==> config.mk <==
export PLATFORM = sky130hd
export DESIGN_NAME = ebus_diag_arb
export DESIGN_NICKNAME = d
export VERILOG_FILES = /design/src/rtl/ebus_diag_arb.sv
export SDC_FILE = /design/constraint.sdc
export NUM_CORES = 1
export LEC_CHECK = 0
export ABC_AREA = 1
export CORE_ASPECT_RATIO = 0.5
export CORE_MARGIN = 2
export CORE_UTILIZATION = 40
export CTS_BUF_LIST = sky130_fd_sc_hd__clkbuf_16
export DETAILED_ROUTE_END_ITERATION = 10
export HOLD_SLACK_MARGIN = 0.03
export PLACE_DENSITY_LB_ADDON = 0.12
export SYNTH_ARGS = -nofsm -noshare
export SYNTH_HDL_FRONTEND = slang
export SYNTH_SLANG_ARGS = --single-unit
==> constraint.sdc <==
create_clock -name clk -period 1.8 [get_ports clk]
set_input_delay 0.36 -clock clk [delete_from_list [all_inputs] [get_ports clk]]
set_output_delay 0.36 -clock clk [all_outputs]
set_load 0.02 [all_outputs]
==> src/rtl/ebus_diag_arb.sv <==
// ebus_diag_arb: round-robin arbiter and sequencer for EBUS diagnostic cycles.
// Each granted request runs one strobe/recovery cycle on the shared diagnostic
// port, captures read data, then pulses a one-clock ack to the winner.
// Optional feature macro: EBUS_DIAG_LOCK_EN (lets a winner keep the bus while
// it holds reqLock).
module ebus_diag_arb #(
  parameter int                 NREQ          = 2,
  parameter int                 FUNC_W        = 7,
  parameter logic [FUNC_W-1:0]  DS_IDLE       = 7'o0,
  parameter int                 STROBE_CYCLES = 8,
  parameter int                 GAP_CYCLES    = 7
) (
  input  logic                 clk,
  input  logic                 CROBAR,
  input  logic [NREQ-1:0]      req,
  input  logic [NREQ-1:0]      reqWrite,
  input  logic [NREQ*FUNC_W-1:0] reqFunc,
  input  logic [NREQ*36-1:0]   reqData,
  input  logic [NREQ-1:0]      reqLock,
  output logic [NREQ-1:0]      ack,
  output logic [35:0]          rdData,
  output logic [FUNC_W-1:0]    ebusDs,
  output logic                 ebusDiagStrobe,
  output logic                 ebusDriving,
  output logic [35:0]          ebusDriveData,
  input  logic [35:0]          ebusData,
  output logic                 busy
);

  localparam int MAX_CYC = (STROBE_CYCLES > GAP_CYCLES) ? STROBE_CYCLES : GAP_CYCLES;
  localparam int CW      = $clog2(MAX_CYC) + 1;
  localparam int PW      = (NREQ > 1) ? $clog2(NREQ) : 1;

  typedef enum logic [1:0] {
    IDLE   = 2'd0,
    STROBE = 2'd1,
    GAP    = 2'd2,
    ACK    = 2'd3
  } state_t;

  state_t          state;
  logic [CW-1:0]   cnt;
  logic [PW-1:0]   last;
  logic            write_q;
  logic            lock_hold;
  logic [PW-1:0]   grant_idx;
  logic [PW-1:0]   cand;
  logic            found;

  // reqLock only matters when the lock feature is compiled in
  logic unused_lock;
  assign unused_lock = ^reqLock;

  // Pick the next winner: search from last+1 with wrap, or re-grant a locked winner
  always_comb begin
    grant_idx = last;
    cand      = '0;
    found     = 1'b0;
    for (int k = 1; k <= NREQ; k++) begin
      cand = PW'((int'(last) + k) % NREQ);
      if (!found && req[cand]) begin
        found     = 1'b1;
        grant_idx = cand;
      end
    end
    if (lock_hold && req[last]) begin
      found     = 1'b1;
      grant_idx = last;
    end
  end

  // Cycle sequencer; every output is a register updated here
  always_ff @(posedge clk) begin
    if (CROBAR) begin
      state          <= IDLE;
      cnt            <= '0;
      last           <= PW'(NREQ - 1);
      write_q        <= 1'b0;
      lock_hold      <= 1'b0;
      ack            <= '0;
      rdData         <= '0;
      ebusDs         <= DS_IDLE;
      ebusDiagStrobe <= 1'b0;
      ebusDriving    <= 1'b0;
      ebusDriveData  <= '0;
      busy           <= 1'b0;
    end else begin
      case (state)
        IDLE: begin
          ack       <= '0;
          lock_hold <= 1'b0;
          if (found) begin
            last           <= grant_idx;
            write_q        <= reqWrite[grant_idx];
            ebusDs         <= reqFunc[int'(grant_idx)*FUNC_W +: FUNC_W];
            ebusDiagStrobe <= 1'b1;
            ebusDriving    <= reqWrite[grant_idx];
            ebusDriveData  <= reqWrite[grant_idx] ? reqData[int'(grant_idx)*36 +: 36] : 36'd0;
            busy           <= 1'b1;
            cnt            <= CW'(STROBE_CYCLES - 1);
            state          <= STROBE;
          end
        end
        STROBE: begin
          if (cnt == '0) begin
            ebusDs         <= DS_IDLE;
            ebusDiagStrobe <= 1'b0;
            ebusDriving    <= 1'b0;
            ebusDriveData  <= '0;
            if (!write_q) begin
              rdData <= ebusData;
            end
            cnt            <= CW'(GAP_CYCLES - 1);
            state          <= GAP;
          end else begin
            cnt <= cnt - 1'b1;
          end
        end
        GAP: begin
          if (cnt == '0) begin
            ack   <= NREQ'(1) << last;
            cnt   <= '0;
            state <= ACK;
          end else begin
            cnt <= cnt - 1'b1;
          end
        end
        ACK: begin
          ack   <= '0;
          busy  <= 1'b0;
          cnt   <= '0;
          state <= IDLE;
`ifdef EBUS_DIAG_LOCK_EN
          lock_hold <= reqLock[last] & req[last];
`else
          lock_hold <= 1'b0;
`endif
        end
        default: begin
          state <= IDLE;
        end
      endcase
    end
  end

endmodule
==> flow_summary.html, run 1 <==
<table>
<tr><th>Metric</th><th>Value</th></tr>
<tr><th colspan="2">GRT</th></tr>
<tr><td>Global-route wire length before repair</td><td>between 15 and 20 mm</td></tr>
<tr><td>Overflow left after global routing</td><td>0</td></tr>
<tr><td>Pin count of the biggest net entering global routing</td><td>48</td></tr>
<tr><td>Total track usage</td><td>a little over a fifth</td></tr>
<tr><td>Antenna violations before repair</td><td>0</td></tr>
<tr><td>Via count of the first global-routing pass</td><td>about 4000</td></tr>
<tr><th colspan="2">Yosys</th></tr>
<tr><td>Simple-Gate Fraction of Synth Area</td><td>between 30% and 40%</td></tr>
<tr><td>Syn Nets</td><td>just over 700</td></tr>
<tr><td>Gate count after technology mapping</td><td>a little under 600</td></tr>
<tr><td>Distinct cell type count after synthesis</td><td>27</td></tr>
<tr><td>Share of the synthesized netlist area taken by xor and xnor gates</td><td>less than 1%</td></tr>
<tr><td>Post-synthesis mux area share</td><td>0%</td></tr>
<tr><td>Sequential element share of the synthesized area</td><td>around 45%</td></tr>
<tr><td>Total number of yosys warnings</td><td>0</td></tr>
<tr><td>Synthesized-area fraction occupied by ao, oa, aoi and oai cells</td><td>between 10% and 20%</td></tr>
<tr><td>Flip-flop and latch count after synthesis</td><td>92</td></tr>
<tr><td>Avg Inst Size Synth</td><td>roughly 6.9 sq um</td></tr>
<tr><td>Arithmetic-cell share of the synthesized area counting full adders, half adders and majority gates</td><td>roughly 2.2%</td></tr>
<tr><td>Dominant combinational cell family by area after synthesis</td><td>simple AND/OR/NAND/NOR gates</td></tr>
<tr><td>Combined area of all synthesized cells</td><td>between 4000 and 5000 sq um</td></tr>
<tr><th colspan="2">Drt</th></tr>
<tr><td>Detail Route Antenna Nets</td><td>0</td></tr>
<tr><td>Drt initial violations</td><td>approximately 220</td></tr>
<tr><td>Number of vias per cell after detailed routing</td><td>between 4 and 5</td></tr>
<tr><td>Total via count in the routed design</td><td>between 4000 and 5000</td></tr>
<tr><td>Number of iterations in the first detailed-routing pass</td><td>4</td></tr>
<tr><td>Number of remaining DRC errors</td><td>0</td></tr>
<tr><td>Average routed wire per standard cell</td><td>approximately 13 um</td></tr>
<tr><td>Total detailed-routing wirelength</td><td>around 12 mm</td></tr>
<tr><th colspan="2">Die</th></tr>
<tr><td>Number of rows created at floorplan</td><td>25</td></tr>
<tr><td>Die height</td><td>~75 um</td></tr>
<tr><td>Width of the chip</td><td>146.5 um</td></tr>
<tr><td>Core region area</td><td>9666 sq um</td></tr>
<tr><td>IO Count</td><td>around 210</td></tr>
<tr><td>Area of the die</td><td>approximately 11000 sq um</td></tr>
<tr><td>Effective utilization at floorplan</td><td>between 40% and 50%</td></tr>
<tr><th colspan="2">Setup path</th></tr>
<tr><td>Critical path arrival</td><td>roughly 1.3 ns</td></tr>
<tr><td>Delay of the slowest cell on the worst path</td><td>0.64 ns</td></tr>
<tr><td>Crit Reg-Reg Startpoint</td><td>state[1]</td></tr>
<tr><td>Sort of element at the start of the critical path</td><td>register</td></tr>
<tr><td>Worst reg2reg setup slack</td><td>between 0.15 and 0.2 ns</td></tr>
<tr><td>Critical Path End Type</td><td>output port</td></tr>
<tr><td>Total buffers and inverters traversed by the critical path</td><td>1</td></tr>
<tr><td>Cells along the critical path</td><td>clkdlybuf4s50_1</td></tr>
<tr><td>Critical path fanouts, max</td><td>2</td></tr>
<tr><td>Crit path required time</td><td>1.44 ns</td></tr>
<tr><td>Cell family contributing the most delay on the critical path</td><td>buffers and inverters</td></tr>
<tr><td>Length in cells of the worst reg-to-reg path</td><td>7</td></tr>
<tr><td>Cell at the slowest stage of the critical path</td><td>sky130_fd_sc_hd__clkdlybuf4s50_1</td></tr>
<tr><td>CP Class</td><td>reg -&gt; out</td></tr>
<tr><td>Reg2Reg Capture Point</td><td>rdData[30]</td></tr>
<tr><th colspan="2">Power</th></tr>
<tr><td>Total internal power</td><td>5.679 mW</td></tr>
<tr><td>Net switching fraction of the power</td><td>approximately two fifths</td></tr>
<tr><td>Net Switching</td><td>3.715 mW</td></tr>
<tr><td>VDD IR-drop max</td><td>0.8093 mV</td></tr>
<tr><td>Gate power share</td><td>between 40% and 50%</td></tr>
<tr><td>Leakage power figure</td><td>roughly 2.8 nW</td></tr>
<tr><td>Pwr Density</td><td>approximately 1400 nW/um^2</td></tr>
<tr><td>Clock group share of total power</td><td>between 15 and 20%</td></tr>
<tr><td>Sequential power share</td><td>a little under a third</td></tr>
<tr><th colspan="2">Timing</th></tr>
<tr><td>Measured slew at the worst slew-check pin</td><td>approximately 0.52 ns</td></tr>
<tr><td>Fmax</td><td>600.3 MHz</td></tr>
<tr><td>Setup clock skew after layout</td><td>just under 0.008 ns</td></tr>
<tr><td>Setup violators final</td><td>0</td></tr>
<tr><td>Number of slew-limit violations in the final report</td><td>0</td></tr>
<tr><td>Post-route setup TNS</td><td>0 ns</td></tr>
<tr><td>Fin Hold WS</td><td>roughly 0.46 ns</td></tr>
<tr><td>Final hold violations</td><td>0</td></tr>
<tr><td>Final period utilization</td><td>between 90% and 100%</td></tr>
<tr><td>Post-route minimum period</td><td>between 1.5 and 2 ns</td></tr>
<tr><td>Tightest slew margin relative to the limit</td><td>65.28%</td></tr>
<tr><th colspan="2">Final layout</th></tr>
<tr><td>Summed area of non-filler cells in the final layout</td><td>roughly 6700 sq um</td></tr>
<tr><td>Layout overhead on the synthesized area</td><td>64.49%</td></tr>
<tr><td>Number of diodes added for antenna fixing</td><td>0</td></tr>
<tr><td>Layout cells sized above 1</td><td>between 6 and 7%</td></tr>
<tr><td>Nets</td><td>930</td></tr>
<tr><th colspan="2">Clocking</th></tr>
<tr><td>Clock root cell</td><td>sky130_fd_sc_hd__clkbuf_16</td></tr>
<tr><td>Clock network latency to the later pin of the worst-skew pair</td><td>about 0.33 ns</td></tr>
<tr><td>H-tree depth</td><td>3</td></tr>
<tr><td>Clock tree from TritonCTS</td><td>done</td></tr>
<tr><td>CTS sink cnt</td><td>92</td></tr>
<tr><td>Clock Tree Buf Depth</td><td>2</td></tr>
<tr><td>Post-CTS clock slew at the launch and capture registers of the worst setup and hold paths</td><td>0.07 ns</td></tr>
<tr><td>Clock buffer count from CTS</td><td>9</td></tr>
<tr><td>CTS hold repair buffers</td><td>0</td></tr>
<tr><th colspan="2">Job</th></tr>
<tr><td>Number of max-cap violations</td><td>0</td></tr>
<tr><th colspan="2">Hold path</th></tr>
<tr><td>Hold Path Class</td><td>reg -&gt; reg</td></tr>
<tr><td>Min-Delay Path Depth</td><td>2</td></tr>
<tr><td>End point of the most critical hold path</td><td>ebusDriveData[4]</td></tr>
<tr><td>Min-Delay Startpoint</td><td>ebusDriveData[4]</td></tr>
<tr><th colspan="2">Placement</th></tr>
<tr><td>Port Buf Inserts</td><td>around 210</td></tr>
<tr><td>Final weighted congestion in routability-driven placement</td><td>between 0.8 and 0.9</td></tr>
<tr><td>Placed wire-length estimate after detailed placement</td><td>8.404 mm</td></tr>
<tr><td>Instance area at placement</td><td>about 6400 sq um</td></tr>
<tr><th colspan="2">Status</th></tr>
<tr><td>Run status</td><td>finished clean</td></tr>
</table>
-- power groups by stage --
stage | clock, mW | sequential [mW] | combinational, mW
final | 1.85 | 2.85 | 4.69
after global routing | 2.00 | 2.92 | 5.16
after CTS | 1.90 | 2.85 | 4.73
after detailed placement | 0 | 2.89 | 4.71
after global placement | 0 | 2.86 | 4.65
after floorplan | 0 | 3.42 | 2.22
-- routing by layer --
layer	vias up	share of wire [%]	global-route usage [%]
li1	2279	-	-
met1	1927	44	25.32
met2	146	46	37.00
met3	11	9.0	8.606
met4	0	0.93	5.286
met5	-	0	0
-- flip-flops by register name (all words and copies together) (netlist names) --
signal / cells
ebusDriveData: 36
cnt: 4
write_q: 1
ebusDriving: 1
state: 2
ebusDs: 7
last: 1
ack: 2
ebusDiagStrobe: 1
rdData: 36
busy: 1
-- worst min-delay path, stage by stage (launching register included) --
cell                      delay (ns)
sky130_fd_sc_hd__dfxtp_1        0.31
sky130_fd_sc_hd__nand2_1        0.06
sky130_fd_sc_hd__a21oi_1        0.05
-- cell usage after synthesis --
cell type / n / area [sq um]
sky130_fd_sc_hd__a21oi_1: 52 / 260.3
sky130_fd_sc_hd__buf_1: 2 / 7.510
sky130_fd_sc_hd__buf_2: 9 / 45.04
sky130_fd_sc_hd__buf_4: 1 / 7.510
sky130_fd_sc_hd__buf_6: 5 / 56.30
sky130_fd_sc_hd__clkbuf_1: 17 / 63.81
sky130_fd_sc_hd__clkbuf_8: 1 / 13.76
sky130_fd_sc_hd__dfxtp_1: 92 / 1842
sky130_fd_sc_hd__ha_1: 7 / 87.58
sky130_fd_sc_hd__inv_1: 14 / 52.55
sky130_fd_sc_hd__inv_2: 3 / 11.26
sky130_fd_sc_hd__nand2_1: 201 / 754.5
sky130_fd_sc_hd__nand2_2: 2 / 12.51
sky130_fd_sc_hd__nand3_1: 40 / 200.2
sky130_fd_sc_hd__nand3_4: 1 / 17.52
sky130_fd_sc_hd__nand4_2: 1 / 12.51
sky130_fd_sc_hd__nor2_1: 86 / 322.8
sky130_fd_sc_hd__nor2_2: 1 / 6.260
sky130_fd_sc_hd__nor3_1: 1 / 5.000
sky130_fd_sc_hd__nor3_4: 1 / 16.27
sky130_fd_sc_hd__o211ai_1: 1 / 7.510
sky130_fd_sc_hd__o21a_1: 1 / 7.510
sky130_fd_sc_hd__o21ai_0: 42 / 210.2
sky130_fd_sc_hd__o21ai_2: 1 / 8.760
sky130_fd_sc_hd__o22ai_1: 1 / 6.260
sky130_fd_sc_hd__or2_2: 1 / 6.260
sky130_fd_sc_hd__xor2_1: 2 / 17.52
-- cell type report --
class | count | area, sq um
clock buffers | 9 | 225.2
clock inverters | 7 | 68.82
fillers | 820 | 2989
inverters | 17 | 66.31
multi-input cells | 442 | 1969
flip-flops and latches | 92 | 1842
well taps | 135 | 168.9
repair buffers | 231 | 2336
-- logic make-up (layout without fill, tap and decap cells) --
| family | after synthesis | after routing |
|---|---|---|
| simple gates | 335 | 335 |
| flops | 92 | 92 |
| fa+ha+maj | 7 | 7 |
| xor+xnor | 2 | 2 |
| compound gates | 98 | 98 |
| buf+inv | 52 | 264 |
-- per-stage QoR --
step | worst slack, ns | std cells | utilization (%) | power [mW]
final | 0.1342 | 933 | 69.07 | 9.394
after global routing | -0.001593 | 933 | 69.07 | 10.07
after CTS | 0.06459 | 933 | 68.98 | 9.481
after detailed placement | -0.1313 | 917 | 65.94 | 7.596
after global placement | -0.05509 | 917 | 65.94 | 7.517
after floorplan | 0.2186 | 586 | - | 5.645
-- timing repair --
| item | 4_1_cts | 5_1_grt |
|---|---|---|
| resized for setup | 0 | 4 |
| endpoints found under the setup margin | 0 | 37 |
| setup buffers | 0 | 0 |
-- worst max path at each step --
stage	from	endpoint	slack, ns	cells past startpoint
floorplan	state[1]	ebusDriveData[0]	0.22	7
global placement	req[0]	ebusDriveData[27]	-0.06	8
detailed placement	req[0]	ebusDriveData[2]	-0.13	8
CTS	state[1]	rdData[9]	0.06	7
global route	state[1]	rdData[0]	-0.002	7
finish	rdData[2]	rdData[2]	0.13	1
-- placed cells by master, fill, tap and decap left out --
master	count
sky130_fd_sc_hd__clkdlybuf4s50_1	210
sky130_fd_sc_hd__nand2_1	201
sky130_fd_sc_hd__dfxtp_1	92
sky130_fd_sc_hd__nor2_1	86
sky130_fd_sc_hd__a21oi_1	52
sky130_fd_sc_hd__o21ai_0	42
sky130_fd_sc_hd__nand3_1	40
sky130_fd_sc_hd__inv_1	15
sky130_fd_sc_hd__buf_4	13
sky130_fd_sc_hd__clkbuf_16	9
sky130_fd_sc_hd__ha_1	6
sky130_fd_sc_hd__buf_12	6
sky130_fd_sc_hd__nand2_2	2
sky130_fd_sc_hd__inv_2	2
sky130_fd_sc_hd__xor2_1	2
sky130_fd_sc_hd__clkinv_4	2
sky130_fd_sc_hd__clkinv_2	2
sky130_fd_sc_hd__o21ai_4	1
sky130_fd_sc_hd__nor2_2	1
sky130_fd_sc_hd__nand4_2	1
sky130_fd_sc_hd__or2_2	1
sky130_fd_sc_hd__nand3_4	1
sky130_fd_sc_hd__o21a_1	1
sky130_fd_sc_hd__nor3_4	1
sky130_fd_sc_hd__inv_4	1
sky130_fd_sc_hd__o22ai_1	1
sky130_fd_sc_hd__nor3_1	1
sky130_fd_sc_hd__o211ai_1	1
sky130_fd_sc_hd__ha_2	1
sky130_fd_sc_hd__clkinvlp_4	1
sky130_fd_sc_hd__bufinv_16	1
sky130_fd_sc_hd__buf_2	1
sky130_fd_sc_hd__buf_6	1
No activity file was read; power rests on OpenSTA's default activity.
==> run 2: changes to the inputs <==
- CORE_UTILIZATION: 40 -> 60
- DONT_BUFFER_PORTS: not set -> 1
- RECOVER_POWER: not set -> 100
==> run 2 against run 1 <==
Sequential share of layout area rose by 14 points. Final cell count fell by 28%. Sequential cell count did not move. Global-route usage rose by 3.6 points. Maximum frequency rose by 0.53%. Clock-buffer cell count did not move. Routed wire length fell by 23%. Clock skew fell by 0.00095 ns. Total power fell by 15%. Worst hold slack got worse by 0.37 ns. Largest power group is now sequential cells.
==> flow_summary.html, run 2 (same netlist as run 1, synthesis figures left out) <==
<table>
<tr><th>Metric</th><th>Value</th></tr>
<tr><th colspan="2">Status</th></tr>
<tr><td>Run status</td><td>finished clean</td></tr>
<tr><th colspan="2">Timing</th></tr>
<tr><td>Setup violators final</td><td>0</td></tr>
<tr><td>Number of slew-limit violations in the final report</td><td>0</td></tr>
<tr><td>Fmax</td><td>just over 600 MHz</td></tr>
<tr><td>Tightest slew margin relative to the limit</td><td>around two thirds</td></tr>
<tr><td>Measured slew at the worst slew-check pin</td><td>between 0.5 and 0.6 ns</td></tr>
<tr><td>Post-route minimum period</td><td>roughly 1.7 ns</td></tr>
<tr><td>Final period utilization</td><td>92.05%</td></tr>
<tr><td>Post-route setup TNS</td><td>0 ns</td></tr>
<tr><td>RSZ-0062 raised after global routing</td><td>true</td></tr>
<tr><td>Final hold violations</td><td>0</td></tr>
<tr><td>Fin Hold WS</td><td>between 0.09 and 0.1 ns</td></tr>
<tr><td>Setup clock skew after layout</td><td>approximately 0.0069 ns</td></tr>
<tr><td>Final setup margin</td><td>0.1430 ns</td></tr>
<tr><th colspan="2">Drt</th></tr>
<tr><td>Number of iterations in the first detailed-routing pass</td><td>4</td></tr>
<tr><td>Drt initial violations</td><td>roughly 200</td></tr>
<tr><td>Detail Route Antenna Nets</td><td>0</td></tr>
<tr><td>Number of vias per cell after detailed routing</td><td>around 5.4</td></tr>
<tr><td>Total via count in the routed design</td><td>around 3600</td></tr>
<tr><td>Average routed wire per standard cell</td><td>approximately 14 um</td></tr>
<tr><td>Total detailed-routing wirelength</td><td>just over 9 mm</td></tr>
<tr><td>Number of remaining DRC errors</td><td>0</td></tr>
<tr><th colspan="2">Clocking</th></tr>
<tr><td>Post-CTS clock slew at the launch and capture registers of the worst setup and hold paths</td><td>~0.060 ns</td></tr>
<tr><td>Clock Tree Buf Depth</td><td>2</td></tr>
<tr><td>Clock root cell</td><td>sky130_fd_sc_hd__clkbuf_16</td></tr>
<tr><td>Setup repair bufs after CTS</td><td>0</td></tr>
<tr><td>CTS hold repair buffers</td><td>0</td></tr>
<tr><td>H-tree depth</td><td>3</td></tr>
<tr><td>Clock buffer count from CTS</td><td>9</td></tr>
<tr><td>Clock network latency to the later pin of the worst-skew pair</td><td>roughly 0.33 ns</td></tr>
<tr><td>Clock tree from TritonCTS</td><td>done</td></tr>
<tr><td>CTS sink cnt</td><td>92</td></tr>
<tr><th colspan="2">Final layout</th></tr>
<tr><td>Post-Route Utilization</td><td>66.52%</td></tr>
<tr><td>Most common cell after layout, fill and taps aside</td><td>sky130_fd_sc_hd__nand2_1</td></tr>
<tr><td>Registers with the most flip-flops</td><td>ebusDriveData: 36 flops, rdData: 36 flops, ebusDs: 7 flops</td></tr>
<tr><td>Layout cells sized above 1</td><td>under 10%</td></tr>
<tr><td>Layout overhead on the synthesized area</td><td>8.508%</td></tr>
<tr><td>Number of diodes added for antenna fixing</td><td>0</td></tr>
<tr><td>Top library cells by usage in the layout, fill and taps aside</td><td>sky130_fd_sc_hd__nand2_1 (201), sky130_fd_sc_hd__dfxtp_1 (92), sky130_fd_sc_hd__nor2_1 (86)</td></tr>
<tr><td>Nets</td><td>around 700</td></tr>
<tr><td>FILL cells</td><td>a little over 600</td></tr>
<tr><td>Summed area of non-filler cells in the final layout</td><td>~4400 sq um</td></tr>
<tr><th colspan="2">Placement</th></tr>
<tr><td>Final weighted congestion in routability-driven placement</td><td>between 0.7 and 0.8</td></tr>
<tr><td>DP Worst Slack</td><td>around 0.15 ns</td></tr>
<tr><td>Instance area at placement</td><td>~4100 sq um</td></tr>
<tr><td>Port Buf Inserts</td><td>0</td></tr>
<tr><td>Placed wire-length estimate after detailed placement</td><td>6.247 mm</td></tr>
<tr><th colspan="2">GRT</th></tr>
<tr><td>Antenna violations before repair</td><td>0</td></tr>
<tr><td>Global-route wire length before repair</td><td>between 15 and 20 mm</td></tr>
<tr><td>Total track usage</td><td>around 25%</td></tr>
<tr><td>Pin count of the biggest net entering global routing</td><td>between 40 and 50</td></tr>
<tr><td>Via count of the first global-routing pass</td><td>3315</td></tr>
<tr><td>Overflow left after global routing</td><td>0</td></tr>
<tr><th colspan="2">Hold path</th></tr>
<tr><td>Hold Path Class</td><td>in -&gt; reg</td></tr>
<tr><th colspan="2">Setup path</th></tr>
<tr><td>Crit path required time</td><td>just over 2 ns</td></tr>
<tr><td>Cell at the slowest stage of the critical path</td><td>sky130_fd_sc_hd__dfxtp_1</td></tr>
<tr><td>Critical path arrival</td><td>1.92 ns</td></tr>
<tr><td>CP Class</td><td>reg -&gt; reg</td></tr>
<tr><td>Critical path fanouts, max</td><td>26</td></tr>
<tr><td>Delay of the slowest cell on the worst path</td><td>~0.33 ns</td></tr>
<tr><td>Cell family contributing the most delay on the critical path</td><td>simple AND/OR/NAND/NOR gates</td></tr>
<tr><td>Cells along the critical path</td><td>inv_1 &gt; ha_1 &gt; nand4_2 &gt; nand3_4 &gt; buf_12 &gt; nand2_1 &gt; a21oi_1</td></tr>
<tr><td>Sort of element at the start of the critical path</td><td>register</td></tr>
<tr><td>Total buffers and inverters traversed by the critical path</td><td>2</td></tr>
<tr><td>Critical Path End Type</td><td>register</td></tr>
<tr><th colspan="2">Die</th></tr>
<tr><td>Area of the die</td><td>7479 sq um</td></tr>
<tr><td>IO Count</td><td>approximately 210</td></tr>
<tr><td>Die height</td><td>around 62 um</td></tr>
<tr><td>Effective utilization at floorplan</td><td>about three fifths</td></tr>
<tr><td>Core region area</td><td>between 6000 and 7000 sq um</td></tr>
<tr><td>Width of the chip</td><td>~120 um</td></tr>
<tr><td>Number of rows created at floorplan</td><td>21</td></tr>
<tr><th colspan="2">Power</th></tr>
<tr><td>VDD IR-drop max</td><td>around 0.89 mV</td></tr>
<tr><td>Pwr Density</td><td>approximately 1800 nW/um^2</td></tr>
<tr><td>Leakage power figure</td><td>roughly 2 nW</td></tr>
<tr><th colspan="2">Job</th></tr>
<tr><td>Number of max-cap violations</td><td>0</td></tr>
</table>
-- run 2: cell types whose count changed in the layout (fill, tap and decap cells not counted), moves of 2 or more --
| cell | previous run | this run |
|---|---|---|
| sky130_fd_sc_hd__clkdlybuf4s50_1 | 210 | 0 |
| sky130_fd_sc_hd__inv_6 | 0 | 2 |
| sky130_fd_sc_hd__inv_2 | 2 | 0 |
| sky130_fd_sc_hd__buf_4 | 13 | 4 |
| sky130_fd_sc_hd__buf_12 | 6 | 3 |
| sky130_fd_sc_hd__clkinv_2 | 2 | 0 |
-- run 2: timing repair --
item                                    in CTS  in global routing
resized for setup                            0                  6
endpoints found under the setup margin       0                 16
endpoints found under the hold margin        0                  0
-- run 2: final timing paths --
| path | startpoint | to | slack [ns] | cells past startpoint |
|---|---|---|---|---|
| worst min register to register | cnt[3] | cnt[3] | 0.53 | 2 |
| worst max register to register | state[0] | ebusDriveData[3] | 0.14 | 7 |
| worst max-delay path | state[0] | ebusDriveData[3] | 0.14 | 7 |
| worst min-delay path | CROBAR | ebusDs[6] | 0.09 | 1 |
-- run 2: area by class of cell --
type	count	area (sq um)	share of cell area (%)
tap	92	115.1	2.614
inverter	17	68.82	1.563
clock inverter	7	76.32	1.733
sequential	92	1842	41.82
clock buffer	9	225.2	5.114
timing repair buffer	9	110.1	2.500
multi-input combinational	442	1967	44.66
-- run 2: per-stage QoR --
| stage | power (mW) | cells |
|---|---|---|
| final | 7.998 | 668 |
| after global routing | 8.619 | 668 |
| after CTS | 8.053 | 668 |
| after detailed placement | 6.166 | 652 |
| after global placement | 6.135 | 652 |
| after floorplan | 5.645 | 586 |
-- run 2: power by group --
group / total, mW / leakage [nW] / internal [mW] / switching [mW]
Combinational: 2.62 / 1.08 / 0.917 / 1.70
Sequential: 3.51 / 0.750 / 2.57 / 0.935
Clock: 1.87 / 0.148 / 1.09 / 0.786
-- run 2: routing by layer --
| layer | up-vias | routed length (um) | GRT usage (%) |
|---|---|---|---|
| li1 | 1840 | - | - |
| met1 | 1620 | 3833 | 28.49 |
| met2 | 118 | 4403 | 42.26 |
| met3 | 14 | 845 | 10.39 |
| met4 | 0 | 125 | 8.576 |
| met5 | - | 0 | 0 |
==> run 3: changes to the inputs <==
--- a/constraint.sdc
+++ b/constraint.sdc
@@ -3,2 +3,2 @@
 set_output_delay 0.36 -clock clk [all_outputs]
-set_load 0.02 [all_outputs]
+set_load 0.01 [all_outputs]
==> run 3 against run 2 <==
Clock power rose by 7%. Total power fell by 2.2%. Sequential power fell by 9.7%. First-iteration DRC count rose by 31%. Critical path type unchanged. Highest routed layer unchanged.
==> flow_summary.html, run 3 (same netlist as run 1, synthesis figures left out) <==
<table>
<tr><th>Metric</th><th>Value</th></tr>
<tr><th colspan="2">Final layout</th></tr>
<tr><td>Number of diodes added for antenna fixing</td><td>0</td></tr>
<tr><td>Top library cells by usage in the layout, fill and taps aside</td><td>sky130_fd_sc_hd__nand2_1 (202), sky130_fd_sc_hd__dfxtp_1 (92), sky130_fd_sc_hd__nor2_1 (87)</td></tr>
<tr><td>Most common cell after layout, fill and taps aside</td><td>sky130_fd_sc_hd__nand2_1</td></tr>
<tr><td>Post-Route Utilization</td><td>approximately two thirds</td></tr>
<tr><td>Registers with the most flip-flops</td><td>ebusDriveData: 36 flops, rdData: 36 flops, ebusDs: 7 flops</td></tr>
<tr><td>Layout cells sized above 1</td><td>5.729%</td></tr>
<tr><td>Nets</td><td>slightly above 700</td></tr>
<tr><td>Layout overhead on the synthesized area</td><td>8.909%</td></tr>
<tr><td>FF/Latch Area</td><td>1842 sq um</td></tr>
<tr><td>Area of the multi-input gates</td><td>between 1500 and 2000 sq um</td></tr>
<tr><td>FILL cells</td><td>around 610</td></tr>
<tr><th colspan="2">Die</th></tr>
<tr><td>Width of the chip</td><td>about 120 um</td></tr>
<tr><td>IO Count</td><td>214</td></tr>
<tr><td>Number of rows created at floorplan</td><td>21</td></tr>
<tr><td>Core region area</td><td>around 6600 sq um</td></tr>
<tr><td>Die height</td><td>~62 um</td></tr>
<tr><td>Effective utilization at floorplan</td><td>between 60 and 70%</td></tr>
<tr><td>Area of the die</td><td>approximately 7500 sq um</td></tr>
<tr><th colspan="2">Power</th></tr>
<tr><td>Sequential power share</td><td>40.5%</td></tr>
<tr><td>Total internal power</td><td>around 4.7 mW</td></tr>
<tr><td>Net Switching</td><td>3.110 mW</td></tr>
<tr><td>Net switching fraction of the power</td><td>39.76%</td></tr>
<tr><td>VDD IR-drop max</td><td>~1.0 mV</td></tr>
<tr><td>Clock group share of total power</td><td>between 20% and 30%</td></tr>
<tr><td>Pwr Total</td><td>approximately 8 mW</td></tr>
<tr><td>Gate power share</td><td>33.8%</td></tr>
<tr><td>Pwr Density</td><td>1769 nW/um^2</td></tr>
<tr><td>Leakage power figure</td><td>roughly 2 nW</td></tr>
<tr><th colspan="2">Status</th></tr>
<tr><td>Run status</td><td>finished clean</td></tr>
<tr><th colspan="2">Hold path</th></tr>
<tr><td>Hold Path Class</td><td>in -&gt; reg</td></tr>
<tr><td>End point of the most critical hold path</td><td>ebusDs[6]</td></tr>
<tr><td>Min-Delay Startpoint</td><td>CROBAR</td></tr>
<tr><td>Min-Delay Path Depth</td><td>1</td></tr>
<tr><th colspan="2">Drt</th></tr>
<tr><td>Total detailed-routing wirelength</td><td>around 9.5 mm</td></tr>
<tr><td>Total via count in the routed design</td><td>roughly 3600</td></tr>
<tr><td>Average routed wire per standard cell</td><td>14.16 um</td></tr>
<tr><td>Number of iterations in the first detailed-routing pass</td><td>4</td></tr>
<tr><td>Number of remaining DRC errors</td><td>0</td></tr>
<tr><td>Number of vias per cell after detailed routing</td><td>~5.4</td></tr>
<tr><td>Drt initial violations</td><td>267</td></tr>
<tr><td>Detail Route Antenna Nets</td><td>0</td></tr>
<tr><th colspan="2">Setup path</th></tr>
<tr><td>Critical Path End Type</td><td>register</td></tr>
<tr><td>Length in cells of the worst reg-to-reg path</td><td>6</td></tr>
<tr><td>Critical path fanouts, max</td><td>8</td></tr>
<tr><td>Critical path arrival</td><td>~1.9 ns</td></tr>
<tr><td>Crit path required time</td><td>2.07 ns</td></tr>
<tr><td>Reg2Reg Capture Point</td><td>ebusDs[0]</td></tr>
<tr><td>Sort of element at the start of the critical path</td><td>register</td></tr>
<tr><td>Worst reg2reg setup slack</td><td>0.17 ns</td></tr>
<tr><td>CP Class</td><td>reg -&gt; reg</td></tr>
<tr><td>Crit Reg-Reg Startpoint</td><td>last</td></tr>
<tr><th colspan="2">Placement</th></tr>
<tr><td>Placed wire-length estimate after detailed placement</td><td>roughly 6.3 mm</td></tr>
<tr><td>Final weighted congestion in routability-driven placement</td><td>about 0.77</td></tr>
<tr><td>DP Worst Slack</td><td>~0.16 ns</td></tr>
<tr><td>Port Buf Inserts</td><td>0</td></tr>
<tr><th colspan="2">Clocking</th></tr>
<tr><td>Post-CTS clock slew at the launch and capture registers of the worst setup and hold paths</td><td>0.06 ns</td></tr>
<tr><td>CTS sink cnt</td><td>92</td></tr>
<tr><td>Clock root cell</td><td>sky130_fd_sc_hd__clkbuf_16</td></tr>
<tr><td>Clock buffer count from CTS</td><td>9</td></tr>
<tr><td>Clock Tree Buf Depth</td><td>2</td></tr>
<tr><td>H-tree depth</td><td>3</td></tr>
<tr><td>Clock tree from TritonCTS</td><td>done</td></tr>
<tr><td>Clock network latency to the later pin of the worst-skew pair</td><td>between 0.3 and 0.4 ns</td></tr>
<tr><th colspan="2">Timing</th></tr>
<tr><td>Fin Hold WS</td><td>roughly 0.085 ns</td></tr>
<tr><td>RSZ-0062 raised after global routing</td><td>false</td></tr>
<tr><td>Setup clock skew after layout</td><td>~0.0063 ns</td></tr>
<tr><td>Post-route minimum period</td><td>1.634 ns</td></tr>
<tr><td>Final setup margin</td><td>approximately 0.17 ns</td></tr>
<tr><td>Final period utilization</td><td>between 90 and 100%</td></tr>
<tr><td>Post-route setup TNS</td><td>0 ns</td></tr>
<tr><td>Tightest slew margin relative to the limit</td><td>65.30%</td></tr>
<tr><td>Measured slew at the worst slew-check pin</td><td>0.5186 ns</td></tr>
<tr><td>Number of slew-limit violations in the final report</td><td>0</td></tr>
<tr><td>Setup violators final</td><td>0</td></tr>
<tr><td>Final hold violations</td><td>0</td></tr>
<tr><td>Fmax</td><td>about 610 MHz</td></tr>
<tr><th colspan="2">GRT</th></tr>
<tr><td>Antenna violations before repair</td><td>0</td></tr>
<tr><td>Global-route wire length before repair</td><td>15.46 mm</td></tr>
<tr><td>Pin count of the biggest net entering global routing</td><td>approximately 50</td></tr>
<tr><td>Via count of the first global-routing pass</td><td>about 3400</td></tr>
<tr><td>Overflow left after global routing</td><td>0</td></tr>
<tr><td>Total track usage</td><td>about 25%</td></tr>
<tr><th colspan="2">Job</th></tr>
<tr><td>Number of max-cap violations</td><td>0</td></tr>
</table>
-- run 3: routing by layer --
| metal | part of all wire, % | track usage, % | vias to the layer above |
|---|---|---|---|
| met5 | 0 | 0 | - |
| met4 | 0.95 | 6.977 | 0 |
| met3 | 9.7 | 10.48 | 9 |
| met2 | 48 | 44.25 | 127 |
| met1 | 41 | 28.71 | 1634 |
| li1 | - | - | 1844 |
-- run 3: worst max-delay path by stage --
stage,startpoint,end,slack (ns),cells after the start
final,last,ebusDs[0],0.17,6
after global routing,state[1],rdData[30],0.004,7
after CTS,state[1],rdData[9],0.12,7
after detailed placement,state[1],rdData[34],0.16,7
after global placement,state[1],rdData[22],0.19,7
after floorplan,state[1],ebusDriveData[0],0.22,7
-- run 3: timing repair --
item                                    CTS  global route
endpoints found under the setup margin    0            18
gates resized for setup                   0             6
setup buffers                             0             0
hold buffers                              0             0
-- run 3: layout make-up --
type | count | share of cell area [%]
Inverter | 17 | 1.557
Timing Repair Buffer | 9 | 2.491
Multi-Input combinational cell | 442 | 44.38
Tap cell | 92 | 2.604
Clock buffer | 9 | 5.095
Clock inverter | 7 | 2.208
Sequential cell | 92 | 41.66
-- run 3: per-stage QoR --
| stage | cell area (sq um) | instances |
|---|---|---|
| finish | 4420 | 668 |
| global route | 4420 | 668 |
| CTS | 4415 | 668 |
| detailed placement | 4093 | 652 |
| global placement | 4093 | 652 |
| floorplan | 4059 | 586 |
-- run 3: power groups by stage --
stage / logic (mW) / registers, mW / clock network, mW
after floorplan: 2.22 / 3.08 / 0
after global placement: 2.59 / 3.21 / 0
after detailed placement: 2.63 / 3.21 / 0
after CTS: 2.65 / 3.17 / 2.05
after global routing: 3.04 / 3.23 / 2.15
final: 2.64 / 3.17 / 2.01
-- run 3: critical path, stage by stage, from the launching register on --
cell	delay, ns
sky130_fd_sc_hd__dfxtp_1	0.46
sky130_fd_sc_hd__nand2_2	0.14
sky130_fd_sc_hd__nand3_1	0.11
sky130_fd_sc_hd__nand2_1	0.13
sky130_fd_sc_hd__nor2_1	0.44
sky130_fd_sc_hd__nand2_1	0.12
sky130_fd_sc_hd__a21oi_1	0.17
